<file path="src/rtl/adder_reg_recover.sv">
// ============================================================================
//  Module   : adder_reg_recover
//  Purpose  : Recovers y = {carry,sum} - x - carry_in through a two-stage
//             valid/ready pipeline. Flags out-of-range results and keeps a
//             saturating count of the flagged results that are delivered.
//  Revision : 1.0  initial release
// ============================================================================
`default_nettype none

module adder_reg_recover #(
  parameter int WIDTH     = 8,
  parameter int ERR_CNT_W = 8
) (
  input  logic                 clk,
  input  logic                 reset,
  input  logic                 in_valid,
  output logic                 in_ready,
  input  logic                 carry_output_bit,
  input  logic [WIDTH-1:0]     sum,
  input  logic [WIDTH-1:0]     x,
  input  logic                 carry_in,
  output logic                 out_valid,
  input  logic                 out_ready,
  output logic [WIDTH-1:0]     y,
  output logic                 range_err,
  output logic [ERR_CNT_W-1:0] err_count
);

  logic                 r_s1_valid;
  logic                 r_s1_cout;
  logic [WIDTH-1:0]     r_s1_sum;
  logic [WIDTH-1:0]     r_s1_x;
  logic                 r_s1_cin;
  logic                 r_s2_valid;
  logic [WIDTH-1:0]     r_y;
  logic                 r_range_err;
  logic [ERR_CNT_W-1:0] r_err_count;

  logic                 w_advance1;
  logic                 w_advance2;
  logic [WIDTH+1:0]     w_diff;

  // in_ready is combinational through out_ready so a full pipe can accept
  // and emit in the same cycle.
  always_comb begin
    w_advance2 = !r_s2_valid || out_ready;
    w_advance1 = !r_s1_valid || w_advance2;
  end

  // Bit WIDTH+1 marks a negative result, bit WIDTH a result above the range.
  always_comb begin
    w_diff = {1'b0, r_s1_cout, r_s1_sum} - {2'b00, r_s1_x}
             - (WIDTH+2)'(r_s1_cin);
  end

  always_ff @(posedge clk) begin
    if (w_advance1 && in_valid) begin
      r_s1_cout <= carry_output_bit;
      r_s1_sum  <= sum;
      r_s1_x    <= x;
      r_s1_cin  <= carry_in;
    end
  end

  always_ff @(posedge clk) begin
    if (reset) begin
      r_s1_valid  <= 1'b0;
      r_s2_valid  <= 1'b0;
      r_y         <= '0;
      r_range_err <= 1'b0;
      r_err_count <= '0;
    end else begin
      if (w_advance1) begin
        r_s1_valid <= in_valid;
      end
      if (w_advance2) begin
        r_s2_valid <= r_s1_valid;
        if (r_s1_valid) begin
          r_y         <= w_diff[WIDTH-1:0];
          r_range_err <= w_diff[WIDTH+1] | w_diff[WIDTH];
        end
      end
      if (r_s2_valid && out_ready && r_range_err && (r_err_count != '1)) begin
        r_err_count <= r_err_count + ERR_CNT_W'(1);
      end
    end
  end

  assign in_ready  = w_advance1;
  assign out_valid = r_s2_valid;
  assign y         = r_y;
  assign range_err = r_range_err;
  assign err_count = r_err_count;

endmodule

`default_nettype wire

</file>
<file path="config.mk">
export PLATFORM = sky130hd
export DESIGN_NAME = adder_reg_recover
export DESIGN_NICKNAME = d
export VERILOG_FILES = /design/src/rtl/adder_reg_recover.sv
export SDC_FILE = /design/constraint.sdc
export NUM_CORES = 1
export LEC_CHECK = 0
export CORE_MARGIN = 2
export CORE_UTILIZATION = 50
export CTS_BUF_LIST = sky130_fd_sc_hd__clkbuf_4 sky130_fd_sc_hd__clkbuf_8 sky130_fd_sc_hd__clkbuf_16
export CTS_CLUSTER_DIAMETER = 50
export DETAILED_ROUTE_END_ITERATION = 7
export PLACE_DENSITY = 0.88
export SLEW_MARGIN = 5
export SYNTH_ARGS = -nofsm -noshare
export SYNTH_HDL_FRONTEND = slang
export SYNTH_SLANG_ARGS = --single-unit
</file>
<file path="constraint.sdc">
create_clock -name clk -period 3.44 [get_ports clk]
set_input_delay 0.688 -clock clk [delete_from_list [all_inputs] [get_ports clk]]
set_output_delay 0.688 -clock clk [all_outputs]
set_load 0.005 [all_outputs]
</file>
# == Word-level counts from Yosys, hierarchy flattened ==
# Cells that the tools add are included.
# totals
register_bits,37
in_bits,22
output_inout_bits,19
# classes
addsub,3
n_eq_ne,1
bitwise,1
reduce_logical,9
# op_table
cell,count
$sub A10 B1 Y10,1
$sub A9 B8 Y10,1
$add A8 B1 Y8 const B,1
$ne A8 B8 Y1 const B,1
$logic_and A1 B1 Y1,4
$logic_not A1 Y1,2
$logic_or A1 B1 Y1,2
$reduce_and A2 Y1,1
$or A1 B1 Y1,1

# == Longest topological paths before layout ==
# depth
word_depth,4
mapped_depth,11

# == Least setup slack after synthesis ==
# Ideal clock, no wire load.
# synth_timing
path_kind,register to register
start,reg r_s1_sum[0]
end,reg r_range_err (netlist: range_err)
setup_ps,91
arrival_time_ps,2714
path_slack_ps,635
path_stages_with_launch,11
path_buffers,0
period_less_slack_ps,2805
path_cell_list,edfxtp_1 > fa_1 > inv_1 > ha_1 > or2_2 > fa_1 > nand2b_1 > a211oi_1 > o21bai_2 > mux2i_1 > a311oi_1
# synth_via
elab_chain_cells,3
# synth_rtl
item,line,rtl
start: declaration,31,logic [WIDTH-1:0] r_s1_sum;
start signal: assignment,59,r_s1_sum <= sum;
$sub A9 B8 Y10,52,"w_diff = {1'b0, r_s1_cout, r_s1_sum} - {2'b00, r_s1_x}"
$sub A10 B1 Y10,53,- (WIDTH+2)'(r_s1_cin);
$or A1 B1 Y1,80,r_range_err <= w_diff[WIDTH+1] | w_diff[WIDTH];
end signal: assignment,80,
end: declaration,36,logic r_range_err;
# Every way passes these cells.
# A chain may end at the register's enable or synchronous reset.

# == Worst setup path in the final report ==
# Same ends and word-level chain as after synthesis.

==> metrics list <==
* Status: complete, no violations
- Total clock buffers created by CTS: 5
- The clock tree synthesis step divided the H-tree into 2 levels.
- Max Transition Viols Final: 0
- Global routing used between 15 and 20% of the available tracks.
- Die boundary width: around 66 um
* Floorplan die height: between 60 and 70 um
- The initial antenna violation count was 0.
- Timing endpoint of the critical path: range_err
- Final net count: between 200 and 300
* Post-route DRC: 0
- Type of the worst min-delay path: reg -> reg
- Commonest cells in the netlist: sky130_fd_sc_hd__inv_1 (21), sky130_fd_sc_hd__dfxtp_1 (19), sky130_fd_sc_hd__edfxtp_1 (18)
* Register-to-Register Path Depth: 10
- Post-Route Hold Slack: approximately 460 ps
- WP buf/inv: 1
- Area of the mapped netlist: about 0.0019 mm^2
* Syn. warnings: 0
* CTS clk-pin slew, worst paths: around 70 ps
* Area of the core region: about 0.0037 mm^2
* Maxcap violations: 0
- Setup Viol. Count Final: 0
- The worst setup path is captured at a flop.
- Top FF cell, synth: sky130_fd_sc_hd__dfxtp_1
* Antenna diode instance count: 0
- Initial cell density of the core: ~52%
- Drt via density: approximately 5.0
- Share of the clock period used by the worst path: 87.1%
- Number of sinks on the clock net: 37
- Layout cells sized above 1: 8.07%
* Insertion delay to the later sink of the worst-skew pair: between 200 and 300 ps
- Final weighted congestion in routability-driven placement: roughly 0.82
- The root buffer cell chosen for the clock tree is sky130_fd_sc_hd__clkbuf_8.
* Layout Cells excl Fill: about 270
- Clock tree from TritonCTS: built
- Summing all flip-flop and latch instances after layout gives around 920 um^2.
- Count of pins on the block boundary: ~40
- Grouping stages by cell kind, the critical path spends the most delay in adder cells.
* Mean post-synth cell area: around 11 um^2
- Entering global routing, the biggest net connects 22 pins.
- Timing would allow up to roughly 330 MHz.
- Number of buffers inserted by port buffering: 40
- In this run, synthesis inferred 18 flip-flops with an integrated enable.
- In the final routed layout, each cell accounts on average for 11.0 um.
* Post-synth top area share: about 29%
- Biggest area contributors in the synthesized netlist: sky130_fd_sc_hd__edfxtp_1 (29%), sky130_fd_sc_hd__dfxtp_1 (20%), sky130_fd_sc_hd__ha_1 (11%)
* Setup repair bufs after CTS: 0
* Cells resized by post-CTS repair: 0
- The first global-routing pass estimated about 5.6 mm of wire.
- Setup repair after global routing left no endpoint under its margin.
- Slowest stage cell on the critical path: sky130_fd_sc_hd__fa_1
* Most used cell, CP: sky130_fd_sc_hd__fa_1
- The critical path runs through a total of 10 cells.
* Least-Margin Pin Slew: ~770 ps
- The worst path in the final design needs a cycle of 2990 ps, including I/O delays and setup.
* Final cell utilization of the core: between 60% and 70%
- HPWL after DPL: approximately 2.3 mm
- Maximum root-to-sink buffer count: 2
* Critical Path, Cell by Cell: fa_1, inv_1, ha_1, or2_2, fa_1, nand2b_1, a211oi_1, o21bai_2, mux2i_1, a311oi_1
- At the worst endpoint, the arrival time is between 3000 and 4000 ps.
* Mapped Nets: between 200 and 250
* R2r startpoint: r_s1_sum[0]
- Setup slack on the worst flop-to-flop path: between 400 and 500 ps
* Detailed-route wire length: roughly 3 mm
- In this run the critical register-to-register path is captured at range_err.
- The via count of the first global-routing pass came to between 1k and 1.5k.
* Setup crit start kind: flop
* Number of synthesized register bits: 37
- For this run, asynchronously set or reset flops after synthesis account for 0%.
- Num rows: 22
- For this run, the slowest stage of the critical path takes about 570 ps.
- With fillers left out, the area of the finished cells amounts to 0.00244 mm^2.
- Total Power Consumption: 1.06 mW
* Vias after detailed routing: roughly 1.4k
- Power density cells: approximately 440 mW/mm^2
- The count of nets left with antenna violations once routing finished came out at 0.
- Static Leak: around 0.95 nW
- Area post-placement: roughly 0.0023 mm^2
* Worst hold start: y[4]
- VDD IR-drop max: approximately 0.29 mV
- Sequential elements use between 40% and 50% of the synthesized area.
- The multi-input combinational cells in the finished layout cover a total of 873 um^2.
- Clk_skew: 8.15 ps
- Tracing the worst setup path back leads to its startpoint at r_s1_sum[0].
- Total die area: approximately 0.0043 mm^2
- Setup slack closes at 445 ps.
- Worst setup timing slack at the placement stage: 474 ps
- The final count of hold timing violations is 0.
- Including well taps, the total number of placed cells is ~260.
* Filler Cells Inserted: 289
- The largest total area in the synthesized netlist belongs to sky130_fd_sc_hd__edfxtp_1.
* Synthesis-to-layout area growth: 29.2%
- Summed over all layers, the global routing overflow is 0.
- The critical path is of the reg -> reg type.
- Worst-path fanout max: 3
- Hold Buf Count CTS: 0
- Pre-Repair DR Iteration Count: 4
- Synthesis handed over a netlist of between 150 and 200 instances.
* Critical path data required time: 3630 ps
- Drt first-iter violations: 44
- Cell with the most instances after synthesis: sky130_fd_sc_hd__inv_1
- Slew headroom: 48.9%
- After synthesis, the netlist uses 40 different library cells.
* Post-route setup TNS: 0 ps
[registers in the layout, indices dropped and copies added, names as in the netlist]
signal / count
r_s1_x: 8
r_s1_sum: 8
r_s1_cin: 1
r_s1_valid: 1
out_valid: 1
r_s1_cout: 1
range_err: 1
y: 8
err_count: 8
[power by group]
part / switching, mW / internal (mW)
Sequential: 0.0109 / 0.487
Clock: 0.146 / 0.222
Combinational: 0.0948 / 0.104
Total: 0.251 / 0.813
[area by class of cell]
| class | count | share of cell area, % |
|---|---|---|
| inverters | 21 | 3.23 |
| well taps | 48 | 2.46 |
| repair buffers | 40 | 16.4 |
| clock buffers | 6 | 3.12 |
| clock inverters | 2 | 1.38 |
| multi-input cells | 117 | 35.7 |
| flip-flops and latches | 37 | 37.7 |
[worst min-delay path by stage]
stage                       to  slack (ps)  cells after the start
after detailed placement  y[3]         450                      2
after CTS                 y[4]         460                      2
final                     y[4]         460                      2
after global placement    y[4]         450                      2
after floorplan           y[3]         450                      2
after global routing      y[4]         490                      2
[per-layer routing]
layer	global-route usage (%)	part of all wire, %
met1	19.3	44
met2	29.1	50
met3	4.11	3.6
met4	9.38	2.7
met5	0	0
[layout by cell type (no fill, tap or decap), types with 4 or more instances in the layout]
master and n:
sky130_fd_sc_hd__inv_1 21, sky130_fd_sc_hd__edfxtp_1 18, sky130_fd_sc_hd__xor2_1 5, sky130_fd_sc_hd__nand2b_1 4, sky130_fd_sc_hd__clkbuf_8 5, sky130_fd_sc_hd__nand2_1 12, sky130_fd_sc_hd__xnor2_1 7, sky130_fd_sc_hd__o21ai_1 4
sky130_fd_sc_hd__dfxtp_1 19, sky130_fd_sc_hd__nor2_1 17, sky130_fd_sc_hd__a211oi_1 4, sky130_fd_sc_hd__ha_1 16, sky130_fd_sc_hd__nand3_1 4, sky130_fd_sc_hd__nand4_1 4, sky130_fd_sc_hd__clkdlybuf4s50_1 40, sky130_fd_sc_hd__a21oi_1 9
[worst min-delay path, stage by stage (launching register included)]
cell,delay [ps]
sky130_fd_sc_hd__dfxtp_1,310
sky130_fd_sc_hd__nand2_1,50
sky130_fd_sc_hd__a21oi_1,50
[cell families after synthesis]
group | share of synthesized area (%)
mux | 1.06
flops | 48.7
fa+ha+maj | 12.7
compound gates | 11.0
simple gates | 15.8
xor+xnor | 5.56
buf+inv | 5.16
(Power assumes the default switching activity.)
